$ cat src/rtl/seg_scan_decoder.sv
// seg_scan_decoder: samples a multiplexed 4-digit 7-segment display bus
// (active-low anodes/cathodes), captures each digit once it has been
// stable for STABLE_CYC cycles, decodes the glyph to hex, and publishes
// complete four-digit frames. A watchdog flags loss of scanning activity.
// Optional feature: define SEG_FRAME_COMPARE_EN to publish a frame only
// when it matches the previously completed frame.
module seg_scan_decoder #(
   parameter int STABLE_CYC  = 4,
   parameter int TIMEOUT_CYC = 50000
) (
   input  logic       clock,
   input  logic       reset,
   input  logic [3:0] anodos,
   input  logic [7:0] catodos,
   output logic [3:0] digit3,
   output logic [3:0] digit2,
   output logic [3:0] digit1,
   output logic [3:0] digit0,
   output logic [3:0] dp_out,
   output logic [3:0] blank,
   output logic [3:0] pattern_err,
   output logic       frame_valid,
   output logic       scan_lost
);

   // Decode active-low segments g..a into {err, blank, value}.
   function automatic logic [5:0] seg_decode(input logic [6:0] seg_n);
      logic [5:0] res;
      case (seg_n)
         7'h40:   res = 6'h00;
         7'h79:   res = 6'h01;
         7'h24:   res = 6'h02;
         7'h30:   res = 6'h03;
         7'h19:   res = 6'h04;
         7'h12:   res = 6'h05;
         7'h02:   res = 6'h06;
         7'h78:   res = 6'h07;
         7'h00:   res = 6'h08;
         7'h10:   res = 6'h09;
         7'h08:   res = 6'h0A;
         7'h03:   res = 6'h0B;
         7'h46:   res = 6'h0C;
         7'h21:   res = 6'h0D;
         7'h06:   res = 6'h0E;
         7'h0E:   res = 6'h0F;
         7'h7F:   res = 6'b01_0000;
         default: res = 6'b10_0000;
      endcase
      return res;
   endfunction

   logic [11:0]      r_prev_sample;
   logic [7:0]       r_stab_cnt;
   logic [15:0]      r_to_cnt;
   logic [3:0]       r_mask;
   logic [3:0][3:0]  r_sh_val;
   logic [3:0]       r_sh_dp;
   logic [3:0]       r_sh_blank;
   logic [3:0]       r_sh_err;

   logic [11:0]      w_sample;
   logic             w_same;
   logic             w_onehot;
   logic [1:0]       w_idx;
   logic             w_capture;
   logic             w_lost;
   logic             w_complete;
   logic             w_publish;
   logic [3:0]       w_mask_nxt;
   logic [5:0]       w_dec;

   assign w_sample = {anodos, catodos};
   assign w_same   = (w_sample == r_prev_sample);
   assign w_dec    = seg_decode(catodos[6:0]);
   assign w_lost   = (r_to_cnt >= 16'(TIMEOUT_CYC));
   assign scan_lost = w_lost;
   assign w_complete = (r_mask == 4'hF);
   // Capture fires on the cycle the stability counter reaches STABLE_CYC,
   // so it happens once per stable period.
   assign w_capture = w_same && w_onehot && (r_stab_cnt == 8'(STABLE_CYC - 1));

   // Map a one-hot-low anode pattern to its digit index.
   always_comb begin
      w_onehot = 1'b1;
      w_idx    = 2'd0;
      case (anodos)
         4'b1110: w_idx = 2'd0;
         4'b1101: w_idx = 2'd1;
         4'b1011: w_idx = 2'd2;
         4'b0111: w_idx = 2'd3;
         default: w_onehot = 1'b0;
      endcase
   end

   // Next captured-mask: cleared on publish or watchdog, then the new capture is added.
   always_comb begin
      w_mask_nxt = r_mask;
      if (w_complete || w_lost) w_mask_nxt = 4'h0;
      if (w_capture) w_mask_nxt[w_idx] = 1'b1;
   end

   // Input stability tracking.
   always_ff @(posedge clock) begin
      if (reset) begin
         r_prev_sample <= '0;
         r_stab_cnt    <= '0;
      end else begin
         r_prev_sample <= w_sample;
         if (!w_same) r_stab_cnt <= '0;
         else if (r_stab_cnt != 8'(STABLE_CYC)) r_stab_cnt <= r_stab_cnt + 8'd1;
      end
   end

   // Watchdog: cleared by any capture, otherwise counts up to TIMEOUT_CYC.
   always_ff @(posedge clock) begin
      if (reset) r_to_cnt <= '0;
      else if (w_capture) r_to_cnt <= '0;
      else if (!w_lost) r_to_cnt <= r_to_cnt + 16'd1;
   end

   // Shadow capture of decoded digits and the captured mask.
   always_ff @(posedge clock) begin
      if (reset) begin
         r_mask     <= '0;
         r_sh_val   <= '0;
         r_sh_dp    <= '0;
         r_sh_blank <= '0;
         r_sh_err   <= '0;
      end else begin
         r_mask <= w_mask_nxt;
         if (w_capture) begin
            r_sh_val[w_idx]   <= w_dec[3:0];
            r_sh_dp[w_idx]    <= ~catodos[7];
            r_sh_blank[w_idx] <= w_dec[4];
            r_sh_err[w_idx]   <= w_dec[5];
         end
      end
   end

`ifdef SEG_FRAME_COMPARE_EN
   logic [3:0][3:0] r_ref_val;
   logic [3:0]      r_ref_dp;
   logic [3:0]      r_ref_blank;
   logic [3:0]      r_ref_err;
   logic            r_ref_vld;

   assign w_publish = w_complete && r_ref_vld && (r_ref_val == r_sh_val) &&
                      (r_ref_dp == r_sh_dp) && (r_ref_blank == r_sh_blank) &&
                      (r_ref_err == r_sh_err);

   // Reference frame: every completed frame becomes the next comparison target.
   always_ff @(posedge clock) begin
      if (reset) begin
         r_ref_val   <= '0;
         r_ref_dp    <= '0;
         r_ref_blank <= '0;
         r_ref_err   <= '0;
         r_ref_vld   <= 1'b0;
      end else if (w_complete) begin
         r_ref_val   <= r_sh_val;
         r_ref_dp    <= r_sh_dp;
         r_ref_blank <= r_sh_blank;
         r_ref_err   <= r_sh_err;
         r_ref_vld   <= 1'b1;
      end else if (w_lost) begin
         r_ref_vld   <= 1'b0;
      end
   end
`else
   assign w_publish = w_complete;
`endif

   // Publish shadows to the outputs with a one-cycle frame_valid pulse.
   always_ff @(posedge clock) begin
      if (reset) begin
         digit0      <= '0;
         digit1      <= '0;
         digit2      <= '0;
         digit3      <= '0;
         dp_out      <= '0;
         blank       <= '0;
         pattern_err <= '0;
         frame_valid <= 1'b0;
      end else begin
         frame_valid <= w_publish;
         if (w_publish) begin
            digit0      <= r_sh_val[0];
            digit1      <= r_sh_val[1];
            digit2      <= r_sh_val[2];
            digit3      <= r_sh_val[3];
            dp_out      <= r_sh_dp;
            blank       <= r_sh_blank;
            pattern_err <= r_sh_err;
         end
      end
   end

endmodule

$ cat config.mk
export PLATFORM = sky130hd
export DESIGN_NAME = seg_scan_decoder
export DESIGN_NICKNAME = d
export VERILOG_FILES = /design/src/rtl/seg_scan_decoder.sv
export SDC_FILE = /design/constraint.sdc
export NUM_CORES = 1
export LEC_CHECK = 0
export CORE_ASPECT_RATIO = 1.1
export CORE_MARGIN = 1
export CORE_UTILIZATION = 47
export CTS_BUF_LIST = sky130_fd_sc_hd__clkbuf_4 sky130_fd_sc_hd__clkbuf_8
export DETAILED_ROUTE_END_ITERATION = 7
export GPL_ROUTABILITY_DRIVEN = 0
export GPL_TIMING_DRIVEN = 0
export PLACE_DENSITY_LB_ADDON = 0.12
export SLEW_MARGIN = 25
export SYNTH_ARGS = -nofsm -noshare
export SYNTH_HDL_FRONTEND = slang
export SYNTH_SLANG_ARGS = --single-unit
$ cat constraint.sdc
create_clock -name clock -period 3.6 [get_ports clock]
set_input_delay 1.08 -clock clock [delete_from_list [all_inputs] [get_ports clock]]
set_output_delay 1.08 -clock clock [all_outputs]
set_load 0.02 [all_outputs]
Yosys cells after proc, flatten, opt, wreduce, memory -nomap -nowiden
Cells that the tools add are included.
Storage, ports and cells
  bits in registers: 97
  bits in latches: 0
  memory bits (writable): 0
  ROM bits: 0
  bits of input ports: 14
  logic and storage cells: 72
  memories: 0
Operators by class
  add/subtract/negate cells: 2
  multiply operators: 0
  divide/modulo/power cells: 0
  magnitude comparators: 3
  equality and inequality tests: 24
  shift operators: 0
  multiplexer cells: 13
  bitwise operators: 3
  reductions and logical operators: 8
Operators by type and width (number)
  6-bit case mux with 17 select lines: 1
  7-bit == test (second input constant): 5
  7-bit by 5-bit == test with 1-bit output (second input constant): 3
  7-bit by 6-bit == test with 1-bit output (second input constant): 3
  16-bit by 1-bit adder with 16-bit output (second input constant): 1
  16-bit bitwise mux: 1
  4-bit == test (second input constant): 4
  16-bit >= comparator (second input constant): 1
  7-bit by 2-bit == test with 1-bit output (second input constant): 2
  7-bit by 4-bit == test with 1-bit output (second input constant): 2
  4-bit bitwise mux: 3
  12-bit == test: 1
  4-bit two-way mux: 3
  8-bit by 1-bit adder with 8-bit output (second input constant): 1
  4-bit demux with 2-bit select: 1
  8-bit by 2-bit == test with 1-bit output (second input constant): 1
  8-bit by 3-bit != test with 1-bit output (second input constant): 1
  7-bit by 3-bit == test with 1-bit output (second input constant): 1
  7-bit logical NOT: 1
  2-bit case mux with 3 select lines: 1
  4-bit by 3-bit == test with 1-bit output (second input constant): 1
  4-bit bitwise OR: 1
  2-bit OR reduction: 2
  4-bit OR reduction: 1
  other kinds (7): 11

Depth between registers and ports, before layout
Gate-level depths: netlist (run 1).
  word-level depth: 8
  depth in mapped cells: 8

Worst setup path after synthesis (run 1)
Ideal clock, no wire load.
  path kind: input port to flip-flop
  start point: input anodos[2]
  end point: register r_sh_val[13] (netlist name)
  arrival time: 2794 ps
  setup slack: 678 ps
  stages: 7
  buffers on the path: 1
  cell sequence: clkbuf_1 -> xor2_1 -> or4_1 -> nor4_4 -> nand3_4 -> mux2i_1 -> nor2_1
On the way
  cells in the longest elaborated chain, start to end: 7
  elaborated cells between the ends (all ways): 16
RTL lines
  start: declaration: line 13  | input logic [3:0] anodos,
  4-bit by 3-bit == test with 1-bit output or 4-bit == test (tied branches): line 86  | case (anodos)
  2-bit case mux with 3 select lines: line 86
  2-bit by 3-bit less-than comparator with 1-bit output (implied by the code) or 2-bit by 1-bit >= comparator with 1-bit output (tied branches): line 132  | r_sh_val[w_idx] <= w_dec[3:0];
  1-bit logical AND (implied by the code): line 132
  4-bit two-way mux (implied by the code): line 132
  4-bit demux with 2-bit select: line 132
  16-bit bitwise mux: line 132
  end signal: indexed assignment: line 132
  end: declaration: line 56  | logic [3:0][3:0] r_sh_val;
Several ways; a longest one is shown, not always the timed one.
A chain may end at the register's enable or synchronous reset.

Worst setup path after layout (run 1)
  start point: register r_to_cnt[10]
  end point: output scan_lost
On the way
  cells in the longest elaborated chain, start to end: 1
RTL lines
  start: declaration: line 54  | logic [15:0] r_to_cnt;
  start signal: assignment: line 118  | else if (!w_lost) r_to_cnt <= r_to_cnt + 16'd1;
  16-bit >= comparator: line 75  | assign w_lost = (r_to_cnt >= 16'(TIMEOUT_CYC));
  end: declaration: line 23  | output logic scan_lost
No other way between the ends.

==> results of run 1 <==
==> critical path: cells and delay by family, from the launching register on <==
kind	cells	cell delay, ns
buffers and inverters	2	0.79
AND/OR/NAND/NOR	1	0.53
AO/OA/AOI/OAI	1	0.32
flip-flops	1	0.35
==> power by group through the flow <==
stage | registers (W) | logic (W) | clock network (W)
2_1_floorplan | 0.00111 | 0.0000780 | 0
3_3_place_gp | 0.00111 | 0.000110 | 0
3_5_place_dp | 0.00111 | 0.000112 | 0
4_1_cts | 0.00109 | 0.000113 | 0.000678
5_1_grt | 0.00109 | 0.000126 | 0.000729
6_report | 0.00109 | 0.000114 | 0.000665
==> metrics by stage <==
step           power, W  utilization
3_5_place_dp   0.001226       0.5532
5_1_grt        0.001946       0.5747
4_1_cts        0.001880       0.5748
6_report       0.001868       0.5747
2_1_floorplan  0.001190            -
3_3_place_gp   0.001223       0.5532
==> layer usage <==
layer | share of wire | track usage | vias up
li1 | - | - | 1751
met4 | 0.011 | 0.06851 | 0
met3 | 0.030 | 0.03092 | 11
met5 | 0 | 0 | -
met1 | 0.48 | 0.2636 | 1589
met2 | 0.48 | 0.3473 | 60
==> timing repair <==
action,4_1_cts,5_1_grt
hold buffers,0,0
setup endpoints to repair,1,1
resized for setup,1,1
pin swaps,0,0
==> worst paths after layout <==
check,startpoint,endpoint,slack (ns)
worst max-delay path,r_to_cnt[10],scan_lost,0.16
worst min-delay path,r_sh_dp[2],dp_out[2],0.45
worst max register to register,r_prev_sample[2],r_sh_dp[3],1.34
worst min register to register,r_sh_dp[2],dp_out[2],0.45
==> logic make-up after synthesis <==
kind of cell	after synthesis
simple gates	234
xor+xnor	33
fa+ha+maj	4
flops	97
mux	25
compound gates	60
buf+inv	39
==> cells in the final DEF, fill, tap and decap left out, drive strengths merged, types with 4 or more instances in the layout <==
cell            n
ha              4
inv            11
clkdlybuf4s50  37
buf             5
nand3b          5
nand4           8
mux2i          25
nor2b          16
o21ai          11
xnor2          20
and3            4
nor4            6
nor3           13
clkbuf         35
nor2           65
nor3b           5
dfxtp          97
nand3          16
nand2          75
xor2           13
a21oi          40
==> state kept, by name, summed over array words and instances (netlist names), 8 cells and up <==
signal         flops
r_prev_sample     12
r_sh_val          16
r_stab_cnt         8
r_to_cnt          16
==> layout make-up <==
| cell class | count | share of cell area |
|---|---|---|
| Clock buffer | 9 | 0.02537 |
| Inverter | 7 | 0.005382 |
| Sequential cell | 97 | 0.3977 |
| Clock inverter | 7 | 0.01205 |
| Timing Repair Buffer | 37 | 0.07586 |
| Buffer | 31 | 0.02845 |
| Multi-Input combinational cell | 356 | 0.4267 |
| Tap cell | 111 | 0.02845 |
==> impl_summary.log, run 1 <==
INFO  metric outcome = complete, no violations
INFO  metric power.internal = 0.001388 W
INFO  metric setup_tns = 0 ns
INFO  metric synthesis_stage_register_bit_count = 97
INFO  metric tritoncts = built
INFO  metric power_frac_seq = 0.583
INFO  metric synth.yosys.warnings = 0
INFO  metric postSynthCellCount = 492
INFO  metric syn_nets = 510
INFO  metric synth_top_family_by_area = simple AND/OR/NAND/NOR gates
INFO  metric fraction_of_post_synthesis_cell_area_in_the_top_cell_type_by_area = 0.4634
INFO  metric critPathRequiredTime = around 2.5 ns
INFO  metric place_hpwl = 6414 µm
INFO  metric report.final.hold_viol_count = 0
INFO  metric synth_top_cell_by_area = sky130_fd_sc_hd__dfxtp_1
INFO  metric worst-slew-pin-transition = roughly 0.73 ns
INFO  metric grt_antenna_before_repair = 0
INFO  metric power_density = 382.7 nW/µm²
INFO  metric postSynthAreaPerCell = between 8 and 9 µm²
INFO  metric yosys-mux-area-fraction = 0.05972
INFO  metric fin_skew = 0.01526 ns
INFO  metric globalRouteTotalUtil = 0.2036
INFO  metric vias = between 3,000 and 4,000
INFO  metric layout.cells.non_filler = 655
INFO  metric mappedNetlistArea = 4190 µm²
INFO  metric grt_first_pass_wirelength = 15,160 µm
INFO  metric synth_compound_area_frac = 0.07883
INFO  metric seqCellArea = ~1900 µm²
INFO  metric slowest_delay = 0.55 ns
INFO  metric syn2layout_area_growth = 16.51%
INFO  metric die_w = 92.03 µm
INFO  metric design.core.area = 8496 µm²
INFO  metric antenna_left = 0
INFO  metric yosys-top-cells-count = sky130_fd_sc_hd__dfxtp_1, sky130_fd_sc_hd__nand2_1, sky130_fd_sc_hd__nor2_1
INFO  metric rsz0062_at_grt = false
INFO  metric clkPwrFrac = 0.356
INFO  metric drt-wirelength-per-cell = roughly 14 µm
INFO  metric drc = 0
INFO  metric clock_tree.htree_level_count = 3
INFO  metric relative_max_transition_margin = 0.5024
INFO  metric io-pin-count = 44
INFO  metric cts_buffers = 9
INFO  metric nets = 557
INFO  metric globalRouteOverflowTotal = 0
INFO  metric placed_cell_area = approximately 4700 µm²
INFO  metric wl = 8935 µm
INFO  metric cts_post_setup_buffers_inserted = 0
INFO  metric timing_worst_setup_path_type = reg2out
INFO  metric number_of_global_route_vias_before_repair = 3,267
INFO  metric worst-path-max-fanout = 10
INFO  metric synth.area.top_cells = sky130_fd_sc_hd__dfxtp_1, sky130_fd_sc_hd__nand2_1, sky130_fd_sc_hd__mux2i_1, sky130_fd_sc_hd__nor2_1, sky130_fd_sc_hd__a21oi_1
INFO  metric die_h = 101.0 µm
INFO  metric hold_slack = 0.4498 ns
INFO  metric synth_fa_ha_area_frac = 0.01194
INFO  metric multi_input_comb_area = between 2000 and 2500 µm²
INFO  metric synth_simple_gate_area_frac = 0.2777
INFO  metric postLayoutCellArea = between 4000 and 5000 µm²
INFO  metric ys_async_sr_fraction = 0
INFO  metric synth.lib_cells_used.distinct = 46
INFO  metric floorplan.initialDensity = 0.4932
INFO  metric netSwitchingPower = 0.0004806 W
INFO  metric clkLatencyLatePin = 0.36 ns
INFO  metric cts_buffer_depth = 2
INFO  metric routed_via_density = 5.208
INFO  metric leakagePower = 1.845 nW
INFO  metric number_of_pins_with_negative_max_slew_slack_in_the_final_report = 0
INFO  metric sort_of_element_at_the_end_of_the_critical_path = output pin
INFO  metric highest_attainable_clock_frequency = 290.7 MHz
INFO  metric die_area = 9297 µm²
INFO  metric drv_cap = 0
INFO  metric post-route-worst-setup-slack = ~0.16 ns
INFO  metric comb_power_share = 0.061
INFO  metric final.period_utilization = 0.9555
INFO  metric cts_num_sinks = 97
INFO  metric synth_seq_area_share = 0.4634
INFO  metric min_period = 3.440 ns
INFO  metric timing.reg2reg.worst_path_depth = 6
INFO  metric synth.most_common_cell = sky130_fd_sc_hd__dfxtp_1
INFO  metric antenna_cells_inserted = 0
INFO  metric min_path_type = reg2reg
INFO  metric clk_pin_slew = 0.10 ns
INFO  metric dp_cells = 640
INFO  metric grt_start_max_net_pins = 19
INFO  metric rows = 35
INFO  metric ys.flop_type = sky130_fd_sc_hd__dfxtp_1
INFO  metric cts_root_buffer = sky130_fd_sc_hd__clkbuf_8
INFO  metric vdd.ir_drop.worst = 0.1950 mV
INFO  metric whs_path_depth = 2
INFO  metric critical_path_arrival = 2.36 ns
INFO  metric drt-initial-drc-count = 84
INFO  metric synth_edf_count = 0
INFO  metric slowest_stage_cell_cp = sky130_fd_sc_hd__clkdlybuf4s50_1
INFO  metric number_of_fill_cells = 814
INFO  metric placement.setup.worst_slack = -0.06412 ns
INFO  metric switching_part_of_the_total_power = 0.2572
INFO  metric layout-drive-gt1-share = 0.05331
INFO  metric synthXorXnorAreaFrac = 0.06898
INFO  metric critical_path.cell_chain = or4_1 -> o211a_1 -> clkbuf_4 -> clkdlybuf4s50_1
INFO  metric report.final.setup_viol = 0
INFO  metric cp-start-kind = register
INFO  metric count_of_input_and_output_buffers = 37
INFO  metric drt_pre_antenna_iters = 5
Power figures use the tool's default switching activity.
==> run 2: changes to the inputs <==
--- a/config.mk
+++ b/config.mk
@@ -5,6 +5,7 @@
 export SDC_FILE = /design/constraint.sdc
 export NUM_CORES = 1
 export LEC_CHECK = 0
+export CAP_MARGIN = 20
 export CORE_ASPECT_RATIO = 1.1
 export CORE_MARGIN = 1
 export CORE_UTILIZATION = 47
@@ -12,6 +13,7 @@
 export DETAILED_ROUTE_END_ITERATION = 7
 export GPL_ROUTABILITY_DRIVEN = 0
 export GPL_TIMING_DRIVEN = 0
+export HOLD_SLACK_MARGIN = 0.12
 export PLACE_DENSITY_LB_ADDON = 0.12
 export SLEW_MARGIN = 25
 export SYNTH_ARGS = -nofsm -noshare
==> results of run 2 <==
Final layout, timing and power as in run 1 (identical DEF).
==> run 3: changes to the inputs <==
--- a/config.mk
+++ b/config.mk
@@ -8,7 +8,7 @@
 export CAP_MARGIN = 20
 export CORE_ASPECT_RATIO = 1.1
 export CORE_MARGIN = 1
-export CORE_UTILIZATION = 47
+export CORE_UTILIZATION = 55
 export CTS_BUF_LIST = sky130_fd_sc_hd__clkbuf_4 sky130_fd_sc_hd__clkbuf_8
 export DETAILED_ROUTE_END_ITERATION = 7
 export GPL_ROUTABILITY_DRIVEN = 0
==> run 3 against run 2 <==
  * Non-clock buffer count unchanged
  * Via count increased by 0.70%
  * Die area decreased by 14%
  * Worst setup slack got worse by 0.0014 ns
  * Global-route usage increased by 3.3 points
  * First-iteration DRC count increased by 65%
  * Critical path type unchanged
  * Critical endpoint unchanged
==> impl_summary.log, run 3 (synthesis gave the netlist of run 1 again) <==
INFO  metric report.final.setup_viol = 0
INFO  metric io-pin-count = 44
INFO  metric cts_root_buffer = sky130_fd_sc_hd__clkbuf_8
INFO  metric critPathRequiredTime = 2.52 ns
INFO  metric clock_tree.htree_level_count = 3
INFO  metric slowest_delay = about 0.55 ns
INFO  metric slowest_stage_cell_cp = sky130_fd_sc_hd__clkdlybuf4s50_1
INFO  metric die_area = 7972 µm²
INFO  metric number_of_global_route_vias_before_repair = 3,316
INFO  metric design.core.area = 7432 µm²
INFO  metric relative_max_transition_margin = 0.3471
INFO  metric number_of_fill_cells = approximately 650
INFO  metric post-route-worst-setup-slack = 0.1586 ns
INFO  metric grt_antenna_before_repair = 0
INFO  metric antenna_cells_inserted = 0
INFO  metric syn2layout_area_growth = 15.97%
INFO  metric sort_of_element_at_the_end_of_the_critical_path = output pin
INFO  metric antenna_left = 0
INFO  metric cts_post_setup_buffers_inserted = 0
INFO  metric critical_path.cell_chain = or4_1 -> o211a_1 -> clkbuf_4 -> clkdlybuf4s50_1
INFO  metric min_path_type = reg2reg
INFO  metric placed_cell_area = 4669 µm²
INFO  metric top_regs = r_sh_val: 16 flops, r_to_cnt: 16 flops, r_prev_sample: 12 flops
INFO  metric worst-path-max-fanout = 10
INFO  metric multi_input_comb_area = around 2100 µm²
INFO  metric tritoncts = built
INFO  metric final_core_utilization = 0.6539
INFO  metric drt_pre_antenna_iters = 5
INFO  metric power_density = 388.2 nW/µm²
INFO  metric rsz0062_at_grt = false
INFO  metric regToRegEndpoint = r_sh_val[14]
INFO  metric vias = roughly 3,400
INFO  metric outcome = complete, no violations
INFO  metric cpLargestDelayFamily = buffers and inverters
INFO  metric crit_start = r_to_cnt[10]
INFO  metric grt_first_pass_wirelength = 14,940 µm
INFO  metric timing_worst_setup_path_type = reg2out
INFO  metric wl = roughly 8700 µm
INFO  metric number_of_pins_with_negative_max_slew_slack_in_the_final_report = 0
INFO  metric holdPathEnd = digit2[0]
INFO  metric nets = 557
INFO  metric die_h = 93.55 µm
INFO  metric placement.setup.worst_slack = -0.09041 ns
INFO  metric layout-drive-gt1-share = 0.05331
INFO  metric min_period = 3.441 ns
INFO  metric drv_cap = 0
INFO  metric clk_pin_slew = between 0.1 and 0.15 ns
INFO  metric drt-wirelength-per-cell = 13.86 µm
INFO  metric place_hpwl = 6307 µm
INFO  metric final.period_utilization = 0.9559
INFO  metric timing.rr.start = r_prev_sample[8]
INFO  metric mostFrequentLayoutCell = sky130_fd_sc_hd__dfxtp_1
INFO  metric cts_buffer_depth = 2
INFO  metric layout.cells.most_common_list = sky130_fd_sc_hd__dfxtp_1, sky130_fd_sc_hd__nand2_1, sky130_fd_sc_hd__nor2_1
INFO  metric drc = 0
INFO  metric worst-slew-pin-transition = 0.9671 ns
INFO  metric grt_start_max_net_pins = 20
INFO  metric rows = 33
INFO  metric vdd.ir_drop.worst = ~0.20 mV
INFO  metric cp-start-kind = register
INFO  metric whs_path_depth = 2
INFO  metric clkLatencyLatePin = about 0.38 ns
INFO  metric highest_attainable_clock_frequency = 290.6 MHz
INFO  metric timing.reg2reg.worst_path_depth = 6
INFO  metric critical_path_arrival = 2.36 ns
INFO  metric fin_skew = 0.01600 ns
INFO  metric cts_num_sinks = 97
INFO  metric report.final.hold_viol_count = 0
INFO  metric drt-initial-drc-count = 139
INFO  metric postLayoutCellArea = around 5000 µm²
INFO  metric worst-r2r-setup-slack = 1.36 ns
INFO  metric holdCritStartpoint = r_sh_val[8]
INFO  metric setup_tns = 0 ns
INFO  metric count_of_input_and_output_buffers = 37
INFO  metric seqCellArea = 1942 µm²
INFO  metric die_w = roughly 85 µm
INFO  metric routed_via_density = around 5.4
INFO  metric globalRouteOverflowTotal = 0
INFO  metric critical_path_buf_inv_count = 2
INFO  metric cts_buffers = 9
INFO  metric leakagePower = 1.844 nW
INFO  metric globalRouteTotalUtil = 0.2371
INFO  metric floorplan.initialDensity = 0.5638
-- run 3: repair_timing --
action	CTS	global route
hold buffers	0	0
gates cloned	0	0
setup endpoints to repair	1	1
resized for setup	1	1
-- run 3: cell type report --
type	count	area share
clock inverters	7	0.01365
flip-flops and latches	97	0.3996
well taps	87	0.02240
inverters	7	0.005407
multi-input cells	356	0.4287
clock buffers	9	0.02549
plain buffers	31	0.02858
repair buffers	37	0.07621
-- run 3: worst max path at each step --
| stage | endpoint | slack (ns) | depth (start not counted) |
|---|---|---|---|
| after floorplan | r_sh_val[13] | 0.68 | 7 |
| after global placement | r_sh_val[15] | -0.04 | 7 |
| after detailed placement | r_sh_val[11] | -0.09 | 7 |
| after CTS | scan_lost | 0.05 | 5 |
| after global routing | scan_lost | 0.05 | 4 |
| final | scan_lost | 0.16 | 4 |
-- run 3: worst register-to-register path, cell delays in order, from the launching register on --
cell	delay, ns
sky130_fd_sc_hd__dfxtp_1	0.33
sky130_fd_sc_hd__xor2_1	0.18
sky130_fd_sc_hd__or4_4	0.57
sky130_fd_sc_hd__nor4_4	0.50
sky130_fd_sc_hd__nand3_4	0.27
sky130_fd_sc_hd__mux2i_1	0.22
sky130_fd_sc_hd__nor2_1	0.06
-- run 3: metrics by stage --
stage | power, W | hold slack, ns | cells
after floorplan | 0.001190 | 0.4316 | 492
after global placement | 0.001222 | 0.4412 | 616
after detailed placement | 0.001225 | 0.4478 | 616
after CTS | 0.001900 | 0.4622 | 632
after global routing | 0.001966 | 0.4767 | 631
final | 0.001886 | 0.4590 | 631
-- run 3: where the power goes --
| part | leakage, nW | total [W] | internal, W | switching (W) |
|---|---|---|---|---|
| registers | 0.785 | 0.00109 | 0.00108 | 0.00000664 |
| logic | 0.967 | 0.000112 | 0.0000419 | 0.0000701 |
| clock network | 0.0922 | 0.000685 | 0.000270 | 0.000415 |
| total | 1.84 | 0.00189 | 0.00139 | 0.000492 |
-- run 3: metal layers --
layer,track usage,vias up,wire length (µm)
li1,-,1746,-
met1,0.2928,1592,3984
met2,0.3999,76,4173
met3,0.03883,21,343
met4,0.1186,0,246
met5,0,-,0
